<file path="src/rtl/i2c_adc_seq.sv">
`timescale 1ns/1ps
`default_nettype none
// ============================================================================
//  Module      : i2c_adc_seq
//  Description : Command sequencer for an I2C ADC behind a byte-level I2C
//                engine. After enable it writes CFG_WORD to ADC register 0x01,
//                points the ADC at register 0x00, then polls conversions
//                forever: read two bytes, wait POLL_GAP clocks, read again.
//
//  Ports       : clk, rst_n (async, active-low), en (run enable)
//                i2c_go / i2c_cmd / i2c_wdata  -> command to the byte engine
//                i2c_rdata / i2c_busy          <- status from the byte engine
//                sample, sample_valid, conv_cnt -> conversion results
//                active                         -> sequencer not idle
//
//  Options     : ADC_AVG_EN - when defined, four consecutive reads are
//                averaged and one result is published per four reads.
//
//  Revision    : 1.0 - initial release
// ============================================================================
module i2c_adc_seq #(
    parameter logic [6:0]  DEV_ADDR = 7'h48,
    parameter logic [15:0] CFG_WORD = 16'hC383,
    parameter logic [15:0] POLL_GAP = 16'd12000
) (
    input  logic        clk,
    input  logic        rst_n,
    input  logic        en,
    output logic        i2c_go,
    output logic [2:0]  i2c_cmd,
    output logic [7:0]  i2c_wdata,
    input  logic [7:0]  i2c_rdata,
    input  logic        i2c_busy,
    output logic [15:0] sample,
    output logic        sample_valid,
    output logic [15:0] conv_cnt,
    output logic        active
);

    localparam logic [2:0] C_CMD_START     = 3'd1;
    localparam logic [2:0] C_CMD_SEND      = 3'd2;
    localparam logic [2:0] C_CMD_RECV_ACK  = 3'd3;
    localparam logic [2:0] C_CMD_RECV_NACK = 3'd4;
    localparam logic [2:0] C_CMD_STOP      = 3'd5;

    typedef enum logic [2:0] {
        S_IDLE    = 3'd0,
        S_ISSUE   = 3'd1,
        S_WAIT_HI = 3'd2,
        S_WAIT_LO = 3'd3,
        S_GAP     = 3'd4
    } state_t;

    state_t      r_state;
    state_t      w_state_nxt;
    logic [3:0]  r_step;
    logic [3:0]  w_step_nxt;
    logic [1:0]  r_wait;
    logic [15:0] r_gap;
    logic        w_done;
    logic        w_on_bus;
    logic [2:0]  w_cmd;
    logic [7:0]  w_wdata;

    // Fixed program: config write (0-5), pointer write (6-9), read (10-14).
    always_comb begin
        w_cmd   = 3'd0;
        w_wdata = 8'h00;
        case (r_step)
            4'd0, 4'd6, 4'd10: w_cmd = C_CMD_START;
            4'd1, 4'd7: begin
                w_cmd   = C_CMD_SEND;
                w_wdata = {DEV_ADDR, 1'b0};
            end
            4'd2: begin
                w_cmd   = C_CMD_SEND;
                w_wdata = 8'h01;
            end
            4'd3: begin
                w_cmd   = C_CMD_SEND;
                w_wdata = CFG_WORD[15:8];
            end
            4'd4: begin
                w_cmd   = C_CMD_SEND;
                w_wdata = CFG_WORD[7:0];
            end
            4'd8: begin
                w_cmd   = C_CMD_SEND;
                w_wdata = 8'h00;
            end
            4'd11: begin
                w_cmd   = C_CMD_SEND;
                w_wdata = {DEV_ADDR, 1'b1};
            end
            4'd12:             w_cmd = C_CMD_RECV_ACK;
            4'd13:             w_cmd = C_CMD_RECV_NACK;
            4'd5, 4'd9, 4'd14: w_cmd = C_CMD_STOP;
            default: ;
        endcase
    end

    // Command fields are held from the go pulse until the step completes.
    assign w_on_bus  = (r_state == S_ISSUE) || (r_state == S_WAIT_HI) ||
                       (r_state == S_WAIT_LO);
    assign i2c_go    = (r_state == S_ISSUE);
    assign i2c_cmd   = w_on_bus ? w_cmd : 3'd0;
    assign i2c_wdata = w_on_bus ? w_wdata : 8'h00;
    assign active    = (r_state != S_IDLE);

    always_comb begin
        w_state_nxt = r_state;
        w_step_nxt  = r_step;
        w_done      = 1'b0;
        case (r_state)
            S_IDLE: begin
                w_step_nxt = 4'd0;
                if (en) w_state_nxt = S_ISSUE;
            end
            S_ISSUE: w_state_nxt = S_WAIT_HI;
            S_WAIT_HI: begin
                // Engine missed the pulse: re-issue the same step.
                if (i2c_busy)             w_state_nxt = S_WAIT_LO;
                else if (r_wait == 2'd3)  w_state_nxt = S_ISSUE;
            end
            S_WAIT_LO: begin
                if (!i2c_busy) begin
                    w_done = 1'b1;
                    if (r_step == 4'd14) begin
                        w_state_nxt = S_GAP;
                    end else if ((r_step == 4'd5 || r_step == 4'd9) && !en) begin
                        // Only stop at a STOP boundary so the bus is never left open.
                        w_state_nxt = S_IDLE;
                        w_step_nxt  = 4'd0;
                    end else begin
                        w_state_nxt = S_ISSUE;
                        w_step_nxt  = r_step + 4'd1;
                    end
                end
            end
            S_GAP: begin
                if (!en) begin
                    w_state_nxt = S_IDLE;
                    w_step_nxt  = 4'd0;
                end else if (r_gap <= 16'd1) begin
                    // GAP itself takes one cycle, so a count of N gives N cycles
                    // here and a count of 0 still leaves after one.
                    w_state_nxt = S_ISSUE;
                    w_step_nxt  = 4'd6;
                end
            end
            default: begin
                w_state_nxt = S_IDLE;
                w_step_nxt  = 4'd0;
            end
        endcase
    end

    always_ff @(posedge clk or negedge rst_n) begin
        if (!rst_n) begin
            r_state <= S_IDLE;
            r_step  <= 4'd0;
            r_wait  <= 2'd0;
            r_gap   <= 16'd0;
        end else begin
            r_state <= w_state_nxt;
            r_step  <= w_step_nxt;
            r_wait  <= (r_state == S_WAIT_HI) ? r_wait + 2'd1 : 2'd0;
            if (w_done && r_step == 4'd14)
                r_gap <= POLL_GAP;
            else if (r_state == S_GAP)
                r_gap <= (r_gap <= 16'd1 || !en) ? 16'd0 : r_gap - 16'd1;
        end
    end

`ifdef ADC_AVG_EN
    logic [17:0] r_acc;
    logic [1:0]  r_phase;
    logic [15:0] r_read;
    logic [17:0] w_acc_sum;

    assign w_acc_sum = r_acc + {2'b00, r_read};

    always_ff @(posedge clk or negedge rst_n) begin
        if (!rst_n) begin
            sample       <= 16'h0000;
            sample_valid <= 1'b0;
            conv_cnt     <= 16'h0000;
            r_acc        <= 18'd0;
            r_phase      <= 2'd0;
            r_read       <= 16'h0000;
        end else begin
            sample_valid <= 1'b0;
            if (r_state == S_IDLE && en) begin
                r_acc   <= 18'd0;
                r_phase <= 2'd0;
            end
            if (w_done) begin
                case (r_step)
                    4'd12: r_read[15:8] <= i2c_rdata;
                    4'd13: r_read[7:0]  <= i2c_rdata;
                    4'd14: begin
                        r_phase <= r_phase + 2'd1;
                        if (r_phase == 2'd3) begin
                            sample       <= w_acc_sum[17:2];
                            sample_valid <= 1'b1;
                            conv_cnt     <= conv_cnt + 16'd1;
                            r_acc        <= 18'd0;
                        end else begin
                            r_acc <= w_acc_sum;
                        end
                    end
                    default: ;
                endcase
            end
        end
    end
`else
    always_ff @(posedge clk or negedge rst_n) begin
        if (!rst_n) begin
            sample       <= 16'h0000;
            sample_valid <= 1'b0;
            conv_cnt     <= 16'h0000;
        end else begin
            sample_valid <= 1'b0;
            if (w_done) begin
                case (r_step)
                    4'd12: sample[15:8] <= i2c_rdata;
                    4'd13: sample[7:0]  <= i2c_rdata;
                    4'd14: begin
                        sample_valid <= 1'b1;
                        conv_cnt     <= conv_cnt + 16'd1;
                    end
                    default: ;
                endcase
            end
        end
    end
`endif

endmodule
`default_nettype wire

</file>
<file path="config.mk">
export PLATFORM = sky130hd
export DESIGN_NAME = i2c_adc_seq
export DESIGN_NICKNAME = d
export VERILOG_FILES = /design/src/rtl/i2c_adc_seq.sv
export SDC_FILE = /design/constraint.sdc
export NUM_CORES = 1
export LEC_CHECK = 0
export ABC_AREA = 1
export CORE_ASPECT_RATIO = 1.1
export CORE_MARGIN = 3
export CORE_UTILIZATION = 30
export DETAILED_ROUTE_END_ITERATION = 7
export DONT_BUFFER_PORTS = 1
export GPL_ROUTABILITY_DRIVEN = 0
export SLEW_MARGIN = 20
export SYNTH_ARGS = -nofsm -noshare
export SYNTH_HDL_FRONTEND = slang
export SYNTH_SLANG_ARGS = --single-unit
</file>
<file path="constraint.sdc">
create_clock -name clk -period 3.7 [get_ports clk]
set_clock_uncertainty 0.15 [all_clocks]
set_input_delay 0.37 -clock clk [delete_from_list [all_inputs] [get_ports clk]]
set_output_delay 0.37 -clock clk [all_outputs]
set_load 0.005 [all_outputs]
</file>
* Word level (Yosys, flattened, before mapping)
Cells that the tools add are included.
** Word-level totals
- Flip-flop bits (word level) :: 58
- Output and inout port bits :: 46
- Logic and storage cells :: 86
- Input bits :: 12
** Operators by class
- Bitwise gates (word level) :: 1
- Add/subtract/negate cells :: 4
- Reductions and logical operators :: 21
- Equality and inequality tests :: 24
- Muxes and demuxes :: 27
- Order comparisons :: 1
** Operators with widths (number)
- 2-to-1 mux 16 bit :: 3
- one-hot mux 8 bit (5 select lines) :: 1
- one-hot mux 3 bit (5 select lines) :: 2
- equality test 4 bit, second input constant :: 7
- 2-to-1 mux 3 bit :: 8
- 2-to-1 mux 4 bit :: 5
- adder 16 x 1 -> 16 bit, second input constant :: 1
- equality test 4 x 3 -> 1 bit, second input constant :: 4
- less-or-equal comparator 16 x 1 -> 1 bit, second input constant :: 1
- subtractor 16 x 1 -> 16 bit, second input constant :: 1
- one-hot mux 4 bit (3 select lines) :: 1
- equality test 4 x 2 -> 1 bit, second input constant :: 2
- 2-to-1 mux 8 bit :: 1
- AND reduction 4 bit :: 2
- OR reduction 7 bit :: 1
- equality test 3 x 2 -> 1 bit, second input constant :: 2
- != test 2 bit, second input constant :: 3
- != test 3 bit, second input constant :: 2
- AND reduction 2 bit :: 3
- OR reduction 3 bit :: 2
- 2-to-1 mux 1 bit :: 5
- adder 4 x 1 -> 4 bit, second input constant :: 1
- equality test 4 x 1 -> 1 bit, second input constant :: 1
- zero test 4 bit :: 1
- 13 further kinds :: 18

* Longest topological paths before layout
- Depth after elaboration :: 7
- Depth in mapped cells :: 9
- Gate-level depth less buffers :: 9

* Worst setup path after synthesis
Ideal clock, no wire load.
- Path type :: flip-flop to output port
- Start :: register r_step[0]
- End :: output port i2c_cmd[1]
- Buffers on the path :: 0
- Setup slack :: 1984 ps
- Data arrival time :: 1196 ps
- Cell stages (with the launch flop) :: 7
- Path through :: dfrtp_1 > inv_1 > ha_1 > inv_1 > o21ai_0 > nor2_1 > a21oi_1
** On the way
- Cells in the longest elaborated chain, start to end :: 4
** RTL lines
- from (decl) :: line 56 : logic [3:0] r_step;
- from (signal assigned) :: line 166 : r_step <= w_step_nxt;
- equality test 4 bit (tied with other cells) :: line 69 : case (r_step)
- OR reduction 7 bit (no source line) / OR reduction 3 bit (equally long branches)
- one-hot mux 3 bit (5 select lines) (*) :: line 69
- 2-to-1 mux 3 bit (*) :: line 106 : assign i2c_cmd = w_on_bus ? w_cmd : 3'd0;
- to (decl) :: line 30 : output logic [2:0] i2c_cmd,
Mark *: on every way between the ends. The rest lies on a longest branch, timed or not.

* Worst setup path in the final report
- Start :: register r_step[0]
- End :: register conv_cnt[9]
** On the way
- Cells in the longest elaborated chain, start to end :: 2
** RTL lines
- equality test 4 bit :: line 226 : case (r_step)
- AND reduction 2 bit (no source line)
- to (signal assigned) :: line 231 : conv_cnt <= conv_cnt + 16'd1;
- to (decl) :: line 36 : output logic [15:0] conv_cnt,
Every way passes these cells.
A chain may end at the register's enable or synchronous reset.

==> impl_results.md <==
* Status: finished clean
* CTS Buf Count at 9
* Crit path launch type: flop
* Cells after DPL at 565
* Area contributors post-synth: dfrtp_1 42%, nand2_1 11%, inv_1 6.1%, nor2_1 5.0%, xor2_1 4.9%
* Hold Crit Class: in -> reg
* Yosys reg bits at 58
* Via density at 4.61
* Max Freq at 0.425 GHz
* Crit share post-route at 0.635
* Via count at 2681
* CP Max Fanout at 21
* Die height at 118 µm
* Most common cell after layout, fill and taps aside: nand2_1
* Buffers added on ports at 0
* Yosys top cell by area: dfrtp_1
* CTS Root Cell: clkbuf_16
* Width of the die at 108 µm
* Area Growth Syn to Fin at 11.3%
* Most frequent cells in the layout: 104 x nand2_1, 58 x dfrtp_1, 56 x inv_1, 46 x nor2_1, 30 x o21ai_0
* Vias in the first global route at 2713
* GR Overflow Total at 0
* DRC viols at 0
* RSZ-0062 raised after global routing: no
* Clk Latency, worst-skew pair at 0.32 ns
* Cell Rows at 40
* Layout cells sized above 1 at 0.120
* Post-Syn Area per Cell at 8.01 µm²
* Netlist cell types at 34
* Final setup viols at 0
* Critical path arrival at 2.41 ns
* Drt total wl at 7.67 mm
* Max Cap Viol at 0
* Post-synthesis sequential area ratio at 0.424
* Fin nets at 451
* Post-DRT Antenna Nets at 0
* Final WS setup at 1.35 ns
* CTS Buffer Depth at 2
* Setup tns final at 0 ns
* Antenna violations before repair at 0
* Die area at 12700 µm²
* Global-route wire length before repair at 13.3 mm
* Worst slew pin tran at 0.868 ns
* Non-filler cells, final at 581
* CTS Sinks at 58
* Post-synth top area share at 0.424
* CTS tree: built
* Pre-CTS WS at 1.34 ns
* Mapped Cells at 428
* Initial core utilization at 0.310
* CP Data Required Time at 3.75 ns
* Wire per inst at 13.2 µm
* Worst rel slew slack at 0.420
* Largest net degree at the start of global routing at 59
* Fin crit period at 2.35 ns
* GRT Overall Usage at 0.129
* Yosys warns at 0
* Antenna cells at 0
* Post-Syn Area at 3430 µm²
* DP HPWL at 5.60 mm
* Pre-antenna DRT Iters at 4
* CORE AREA at 11100 µm²
* H-tree Lvls at 3
* IO Count at 58
* DR iter-0 viols at 123
* Clock slew at reported path FFs at 0.05 ns
* Setup crit end kind: flop
* Pwr dens at 481 nW/µm²
* WS Path Type: reg -> reg
* Peak VDD IR at 218 µV
* Hold Vio Cnt, Final at 0
* Lkg Pwr at 1.80 nW
* Max Slew Vio Count at 0
state kept, by name, indices dropped and copies added (netlist names):
name	cells
conv_cnt	16
r_gap	16
r_state	3
r_step	4
r_wait	2
sample	16
sample_valid	1
logic make-up (layout without fill, tap and decap cells):
| family | after synthesis | count (layout) | synth area share |
|---|---|---|---|
| flip-flops | 58 | 58 | 0.424 |
| other | 1 | 3 | 0.00109 |
| XOR/XNOR | 24 | 24 | 0.0613 |
| AO/OA/AOI/OAI | 54 | 54 | 0.0993 |
| adder cells (fa/ha/maj) | 8 | 8 | 0.0292 |
| AND/OR/NAND/NOR | 210 | 210 | 0.282 |
| buffers and inverters | 73 | 77 | 0.103 |
report_power, final:
part	switching (W)	leakage [nW]	internal [W]
combinational	0.000237	0.919	0.000109
sequential	0.0000412	0.749	0.000669
clock	0.000280	0.137	0.000498
per-layer routing:
layer,part of all wire,up-vias,track usage
met5,0,-,0
met4,0.024,0,0.0545
met2,0.50,45,0.213
li1,-,1348,-
met3,0.043,10,0.0357
met1,0.44,1278,0.157
worst paths after layout:
check,start,to,slack [ns],cells after the start
setup / recovery,r_step[0]$_DFFE_PN0P_,conv_cnt[9]$_DFFE_PN0P_,1.35,7
min in group asynchronous,rst_n,r_gap[14]$_DFFE_PN0P_,0.46,2
setup reg to reg,r_step[0]$_DFFE_PN0P_,conv_cnt[9]$_DFFE_PN0P_,1.35,7
hold reg to reg,r_wait[0]$_DFF_PN0_,r_wait[0]$_DFF_PN0_,0.28,1
hold / removal,i2c_busy,r_state[1]$_DFFE_PN0P_,0.04,2
max in group asynchronous,rst_n,r_state[2]$_DFFE_PN0P_,2.68,2
Yosys cell counts, drive strengths merged:
library cell    n
a21oi           4
a31oi           1
buf            12
conb            1
dfrtp          58
ha              8
inv            61
nand2         114
nand3          23
nand3b          1
nand4          10
nor2           53
nor3            9
o21ai          38
o21bai          6
o22ai           5
xnor2           5
xor2           19
worst max-delay path, stage by stage, from the launching register on:
cell and delay, ns:
dfrtp_1 0.43, inv_1 0.11, ha_1 0.26, nand2_4 0.09
nor3_4 0.67, nand3b_1 0.27, o21ai_1 0.19, nand2_1 0.08
layout make-up:
class                   count  area (µm²)
clock buffers              12         267
repair buffers              2        37.5
clock inverters             2        12.5
multi-input cells         299        1630
inverters                  61         234
fillers                  1159        7250
well taps                 147         184
flip-flops and latches     58        1450
repair_timing:
| item | 4_1_cts | 5_1_grt |
|---|---|---|
| hold buffers | 2 | 0 |
| setup buffers | 0 | 0 |
| hold endpoints to repair | 58 | 0 |
| gates resized for setup | 0 | 0 |
metrics by stage:
step | total power, W | hold slack (ns) | area (µm²) | utilization
2_1_floorplan | 0.000985 | -0.0756 | 3430 | -
3_3_place_gp | 0.00105 | -0.0722 | 3500 | 0.316
3_5_place_dp | 0.00106 | -0.0723 | 3500 | 0.316
4_1_cts | 0.00186 | 0.0348 | 3810 | 0.345
5_1_grt | 0.00196 | 0.0512 | 3810 | 0.345
6_report | 0.00184 | 0.0395 | 3810 | 0.345
No activity file was read; power rests on OpenSTA's default activity.
